### src/rtl/usrt_apb_master.sv
// APB-style bus initiator for the USRT peripheral bus: single command in, setup/access handshake out.
// Optional access-phase timeout is compiled in with `define USRT_APB_TIMEOUT_EN.
module usrt_apb_master #(
  parameter int ADDR_WIDTH     = 32,
  parameter int DATA_WIDTH     = 32,
  parameter int TIMEOUT_CYCLES = 16
) (
  input  logic                  i_Pclk,
  input  logic                  i_Presetn,
  input  logic                  i_Cmd_Valid,
  input  logic                  i_Cmd_Write,
  input  logic [ADDR_WIDTH-1:0] i_Cmd_Addr,
  input  logic [DATA_WIDTH-1:0] i_Cmd_Wdata,
  output logic                  o_Cmd_Ready,
  output logic                  o_Rsp_Valid,
  output logic [DATA_WIDTH-1:0] o_Rsp_Rdata,
  output logic                  o_Rsp_Err,
  output logic [ADDR_WIDTH-1:0] o_Paddr,
  output logic                  o_Psel,
  output logic                  o_Penable,
  output logic                  o_Pwrite,
  output logic [DATA_WIDTH-1:0] o_Pwdata,
  input  logic [DATA_WIDTH-1:0] i_Prdata,
  input  logic                  i_Pready,
  input  logic                  i_Pslverr
);

  if (TIMEOUT_CYCLES < 1 || TIMEOUT_CYCLES > 255) begin : g_bad_timeout
    $error("TIMEOUT_CYCLES must be in 1..255");
  end

  typedef enum logic [1:0] {IDLE, SETUP, ACCESS} state_t;

  state_t                state_reg, state_next;
  logic                  cmd_ready_reg, cmd_ready_next;
  logic                  rsp_valid_reg, rsp_valid_next;
  logic                  rsp_err_reg, rsp_err_next;
  logic [DATA_WIDTH-1:0] rsp_rdata_reg, rsp_rdata_next;
  logic [ADDR_WIDTH-1:0] paddr_reg, paddr_next;
  logic                  psel_reg, psel_next;
  logic                  penable_reg, penable_next;
  logic                  pwrite_reg, pwrite_next;
  logic [DATA_WIDTH-1:0] pwdata_reg, pwdata_next;
  logic                  timeout;

`ifdef USRT_APB_TIMEOUT_EN
  logic [7:0] wait_cnt_reg, wait_cnt_next;

  // This stall cycle would bring the count to the limit.
  assign timeout = (wait_cnt_reg == 8'(TIMEOUT_CYCLES - 1));
`else
  assign timeout = 1'b0;
`endif

  always_comb begin
    state_next     = state_reg;
    cmd_ready_next = cmd_ready_reg;
    rsp_valid_next = 1'b0;
    rsp_err_next   = rsp_err_reg;
    rsp_rdata_next = rsp_rdata_reg;
    paddr_next     = paddr_reg;
    psel_next      = psel_reg;
    penable_next   = penable_reg;
    pwrite_next    = pwrite_reg;
    pwdata_next    = pwdata_reg;
`ifdef USRT_APB_TIMEOUT_EN
    wait_cnt_next  = wait_cnt_reg;
`endif
    case (state_reg)
      IDLE: begin
        if (i_Cmd_Valid) begin
          paddr_next     = i_Cmd_Addr;
          pwrite_next    = i_Cmd_Write;
          pwdata_next    = i_Cmd_Wdata;
          psel_next      = 1'b1;
          penable_next   = 1'b0;
          cmd_ready_next = 1'b0;
          state_next     = SETUP;
        end
      end
      SETUP: begin
        penable_next = 1'b1;
        state_next   = ACCESS;
`ifdef USRT_APB_TIMEOUT_EN
        wait_cnt_next = 8'd0;
`endif
      end
      ACCESS: begin
        // Ready wins over a timeout landing on the same cycle.
        if (i_Pready || timeout) begin
          state_next     = IDLE;
          psel_next      = 1'b0;
          penable_next   = 1'b0;
          cmd_ready_next = 1'b1;
          rsp_valid_next = 1'b1;
          rsp_err_next   = i_Pready ? i_Pslverr : 1'b1;
          if (i_Pready && !pwrite_reg) begin
            rsp_rdata_next = i_Prdata;
          end
        end else begin
`ifdef USRT_APB_TIMEOUT_EN
          wait_cnt_next = wait_cnt_reg + 8'd1;
`endif
        end
      end
      default: begin
        state_next     = IDLE;
        psel_next      = 1'b0;
        penable_next   = 1'b0;
        cmd_ready_next = 1'b1;
      end
    endcase
  end

  always_ff @(posedge i_Pclk) begin
    if (!i_Presetn) begin
      state_reg     <= IDLE;
      cmd_ready_reg <= 1'b1;
      rsp_valid_reg <= 1'b0;
      rsp_err_reg   <= 1'b0;
      rsp_rdata_reg <= '0;
      paddr_reg     <= '0;
      psel_reg      <= 1'b0;
      penable_reg   <= 1'b0;
      pwrite_reg    <= 1'b0;
      pwdata_reg    <= '0;
`ifdef USRT_APB_TIMEOUT_EN
      wait_cnt_reg  <= 8'd0;
`endif
    end else begin
      state_reg     <= state_next;
      cmd_ready_reg <= cmd_ready_next;
      rsp_valid_reg <= rsp_valid_next;
      rsp_err_reg   <= rsp_err_next;
      rsp_rdata_reg <= rsp_rdata_next;
      paddr_reg     <= paddr_next;
      psel_reg      <= psel_next;
      penable_reg   <= penable_next;
      pwrite_reg    <= pwrite_next;
      pwdata_reg    <= pwdata_next;
`ifdef USRT_APB_TIMEOUT_EN
      wait_cnt_reg  <= wait_cnt_next;
`endif
    end
  end

  assign o_Cmd_Ready = cmd_ready_reg;
  assign o_Rsp_Valid = rsp_valid_reg;
  assign o_Rsp_Err   = rsp_err_reg;
  assign o_Rsp_Rdata = rsp_rdata_reg;
  assign o_Paddr     = paddr_reg;
  assign o_Psel      = psel_reg;
  assign o_Penable   = penable_reg;
  assign o_Pwrite    = pwrite_reg;
  assign o_Pwdata    = pwdata_reg;

endmodule

### config.mk
export PLATFORM = sky130hd
export DESIGN_NAME = usrt_apb_master
export DESIGN_NICKNAME = d
export VERILOG_FILES = /design/src/rtl/usrt_apb_master.sv
export SDC_FILE = /design/constraint.sdc
export NUM_CORES = 1
export LEC_CHECK = 0
export ABC_AREA = 0
export BUFFER_PORTS_ARGS = -buffer_cell sky130_fd_sc_hd__buf_4
export CAP_MARGIN = 20
export CORE_MARGIN = 2
export CORE_UTILIZATION = 32
export DETAILED_ROUTE_END_ITERATION = 12
export GPL_ROUTABILITY_DRIVEN = 0
export PLACE_DENSITY = 0.65
export SYNTH_ARGS = -nofsm -noshare
export SYNTH_HDL_FRONTEND = slang
export SYNTH_SLANG_ARGS = --single-unit
### constraint.sdc
create_clock -name i_Pclk -period 1.5 [get_ports i_Pclk]
set_clock_uncertainty 0.1 [all_clocks]
set_input_delay 0 -clock i_Pclk [delete_from_list [all_inputs] [get_ports i_Pclk]]
set_output_delay 0 -clock i_Pclk [all_outputs]
set_load 0.02 [all_outputs]
Word-level counts from Yosys, hierarchy flattened
Cells that the tools add are included.
{ "classes": {"bitwise_logic": 1, "eq_ne": 4, "n_reduce_logical": 9, "n_mux": 11} }
{ "ops": {"columns": ["cell", "n"], "rows": [
  ["case mux 1 bit (3 select lines)", 3],
  ["AND reduction 2 bit", 4],
  ["case mux 2 bit (3 select lines)", 1],
  ["AND reduction 3 bit", 2],
  ["two-way mux 1 bit", 5],
  ["two-way mux 2 bit", 2],
  ["inequality test 2 bit (second input constant)", 2],
  ["equality test 2 x 1 -> 1 bit (second input constant)", 1],
  ["equality test 2 bit (second input constant)", 1],
  ["logical NOT 2 bit", 1],
  ["logical AND 1 bit", 1],
  ["logical NOT 1 bit", 1],
  ["NOT 1 bit", 1]
]} }
{ "totals": {"wordCells": 35, "register_bits": 104} }

Logic depth before layout (Yosys ltp)
{ "logic_depth": {"depth_word": 3, "mapped_depth": 5} }

Worst setup path before layout
Ideal clock, no wire load.
{ "synth_path": {"kind": "reg2reg", "from": "register o_Penable (netlist name)", "to": "register rsp_rdata_reg[0] (netlist: o_Rsp_Rdata[0])", "path_buffers": 2, "t_required_ns": 1.328, "slack_ns": 0.072, "path_stages_with_launch": 5, "arrival_time_ns": 1.256, "synth_period_minus_slack_ns": 1.428, "cell_sequence": "dfxtp_1 > nor4bb_2 > buf_4 > buf_12 > mux2i_1"} }
{ "synth_lines": {"columns": ["element", "line_no", "text"], "rows": [
  ["end signal: assignment", "135", "rsp_rdata_reg <= rsp_rdata_next;"],
  ["end: declaration", "38", "logic [DATA_WIDTH-1:0] rsp_rdata_reg, rsp_rdata_next;"]
]} }

Worst setup path after layout
{ "layout_path": {"from": "register state_reg[0]", "to": "register rsp_rdata_reg[15] (netlist: o_Rsp_Rdata[15])"} }
{ "layout_between": {"elab_chain_len": 2} }
{ "layout_rtl": {"columns": ["element", "line_no", "text"], "rows": [
  ["start: declaration", "34", "state_t state_reg, state_next;"],
  ["start signal: assignment", "131", "state_reg <= state_next;"],
  ["equality test 2 bit", "69", "case (state_reg)"],
  ["AND reduction 3 bit (no source line)", null, null]
]} }
No other way between the ends.
A chain may end at the register's enable or synchronous reset.

==> flow_summary.json <==
{
  "antenna_found_initial": 0,
  "synth-simple-area-share_pct": 19.5,
  "ys_warn_count": 0,
  "syn_area_per_cell_sq_um": 9.29,
  "crit_family": "buffers and inverters",
  "arrival_ns": 1.61,
  "post-dp-hpwl_um": 7380,
  "die_area_sq_um": 13800,
  "switchingPower_w": 0.00173,
  "worstMarginPinSlew_ns": 0.272,
  "grt_max_degree": 55,
  "synth_compound_area_share_pct": 0.608,
  "ir_drop_v": 0.000463,
  "die_x_um": 117,
  "synthMuxAreaShare_pct": 23.8,
  "synth_nets": 545,
  "port_buffers": 203,
  "clk_latency_ns": 0.34,
  "p_clk_share_pct": 35.1,
  "grtUsageTotal_pct": 17.4,
  "max_stage_delay_ns": 0.37,
  "num_vias": 4110,
  "p_leak_nw": 3.33,
  "cts_sinks": 103,
  "cts.htree.levels": 3,
  "cts_tree": "yes",
  "hold_ws_ns": 0.357,
  "crit_fanout": 8,
  "cap_violations": 0,
  "p_int_w": 0.00503,
  "antennaDiodeCount": 0,
  "path_cells": "nor4bb_4, buf_4, buf_6, mux2i_1",
  "postRouteAntennaNets": 0,
  "netlist_area_sq_um": 4110,
  "synth-xor-area-share_pct": 0,
  "drive_gt1_share_pct": 31.3,
  "clk_pin_slew_worst_paths_ns": 0.07,
  "nets": 850,
  "crit_type": "flip-flop to flip-flop",
  "power_density_nw_per_um2": 929,
  "fillers": 1032,
  "setup_ws_ns": 0.0640,
  "grt_pass1_vias": 4082,
  "seqPwrFrac_pct": 44.1,
  "drc": 0,
  "fin_util_pct": 58.0,
  "ys_seq_area_share_pct": 50.1,
  "finalSetupViolations": 0,
  "required_ns": 1.67,
  "fin_cells": 924,
  "crit_start": "state_reg[0]$_SDFFE_PN0P_",
  "syn2layout_area_growth_pct": 77.1,
  "grt_remaining_overflow": 0,
  "pin_count": 204,
  "switching_share_pct": 25.6,
  "fp.dieH_um": 117,
  "combPwrFrac_pct": 20.8,
  "crit_buf_inv": 2,
  "place_ws_ns": 0.0480,
  "cts.path.max_buffers": 2,
  "crit_slowest_cell": "dfxtp_2",
  "initial_utilization_pct": 32.7,
  "core-area_sq_um": 12600,
  "synth_cell_types": 22,
  "ys_seq_elements": 103,
  "synthAdderAreaFrac_pct": 0,
  "timing.rr.start": "state_reg[0]$_SDFFE_PN0P_",
  "crit_path_start_kind": "flip-flop",
  "rows": 41,
  "syn_inst": 443,
  "cp-end-kind": "flip-flop",
  "cts_inserted_buffers": 9,
  "slew_viol_final": 0,
  "drt-total-wl_um": 12900,
  "dp_cells": 793,
  "grt_pass1_wl_um": 19500,
  "worstHoldStart": "o_Paddr[17]$_SDFFE_PN0P_",
  "r2r_slack_ns": 0.06,
  "synth_top_family_by_area": "multiplexers",
  "drtIter0Drc": 174,
  "relSlewSlack_pct": 81.7,
  "cts_root_buffer": "clkbuf_16",
  "hp-class": "flip-flop to flip-flop",
  "fin_crit_sh_pct": 95.7,
  "wl_per_cell_um": 14.0,
  "hold_violations": 0,
  "fin_crit_ns": 1.44,
  "clock.fmax_mhz": 696,
  "status": "finished clean",
  "vias_per_cell": 4.45,
  "first_pass_iters": 4
}
==> worst reg2reg max path: cells and delay by family, from the launching register on <==
family | cells | cell delay (ns)
AND/OR/NAND/NOR | 1 | 0.29
buffers and inverters | 2 | 0.38
flip-flops | 1 | 0.37
multiplexers | 1 | 0.23
==> worst paths after layout <==
check,end,cells after the start
max,o_Rsp_Rdata[15]$_SDFFE_PN0P_,4
min,o_Paddr[17]$_SDFFE_PN0P_,2
max reg2reg,o_Rsp_Rdata[15]$_SDFFE_PN0P_,4
min reg2reg,o_Paddr[17]$_SDFFE_PN0P_,2
==> area by class of cell <==
class                      instances  area [sq um]  area share, %
clock buffer                      11           253           3.47
inverter                           2          7.51          0.103
sequential                       103          2060           28.3
timing repair buffer             327          2880           39.5
multi-input combinational        305          1820           25.0
clock inverter                     4          45.0          0.618
tap                              172           215           2.95
==> cell usage in the layout, fill, tap and decap left out, types with 2 or more instances in the layout <==
master         Yosys  layout
dlygate4sd3_1      0     111
clkbuf_16          0      11
buf_12             3       7
dfxtp_1          103     102
buf_4              2     205
clkbuf_8           0       2
clkinv_2           0       3
mux2i_1           98      98
nand2_1          196     196
==> logic make-up after synthesis <==
group,Yosys count
flip-flops,103
AO/OA/AOI/OAI,4
buffers and inverters,35
multiplexers,98
AND/OR/NAND/NOR,203
==> routing by layer <==
layer  GRT usage, %  part of all wire (%)  up-vias
li1               -                     -     2036
met1           18.5                    40     1914
met2           31.2                    52      136
met3           5.20                   5.8       24
met4           8.43                   2.1        0
met5              0                     0        -
==> power groups by stage <==
| stage | clock, W | sequential [W] | combinational [W] |
|---|---|---|---|
| detailed placement | 0 | 0.00304 | 0.00111 |
| global route | 0.00254 | 0.00300 | 0.00150 |
| CTS | 0.00244 | 0.00298 | 0.00135 |
| floorplan | 0 | 0.00322 | 0.000412 |
| finish | 0.00238 | 0.00298 | 0.00141 |
| global placement | 0 | 0.00303 | 0.00109 |
==> Yosys cell counts <==
library cell / instances / area, sq um
a21oi_1: 1 / 5.00
buf_2: 14 / 70.1
inv_2: 1 / 3.75
nor3b_2: 1 / 12.5
buf_4: 2 / 15.0
buf_12: 3 / 60.1
nor2_1: 1 / 3.75
mux2i_1: 98 / 981
nand2b_1: 1 / 6.26
inv_1: 1 / 3.75
or3b_1: 1 / 8.76
o21ai_0: 1 / 5.00
clkbuf_1: 7 / 26.3
dfxtp_1: 103 / 2060
and4bb_1: 1 / 12.5
buf_1: 2 / 7.51
nand3b_1: 1 / 7.51
buf_6: 5 / 56.3
nand2_1: 196 / 736
a31o_1: 1 / 8.76
nor4bb_2: 1 / 16.3
a31oi_1: 1 / 6.26
==> what timing repair did <==
| item | CTS | global route |
|---|---|---|
| setup buffers | 0 | 2 |
| gates resized for setup | 0 | 8 |
| endpoints found under the hold margin | 102 | 0 |
| hold buffers | 111 | 0 |
| setup endpoints to repair | 0 | 36 |
==> per-stage QoR <==
step	power [W]	TNS (ns)	area (sq um)
global placement	0.00413	0	5770
CTS	0.00676	0	7180
detailed placement	0.00415	0	5770
finish	0.00677	0	7290
global route	0.00704	-0.00400	7290
floorplan	0.00363	0	4110
(Power assumes the default switching activity.)
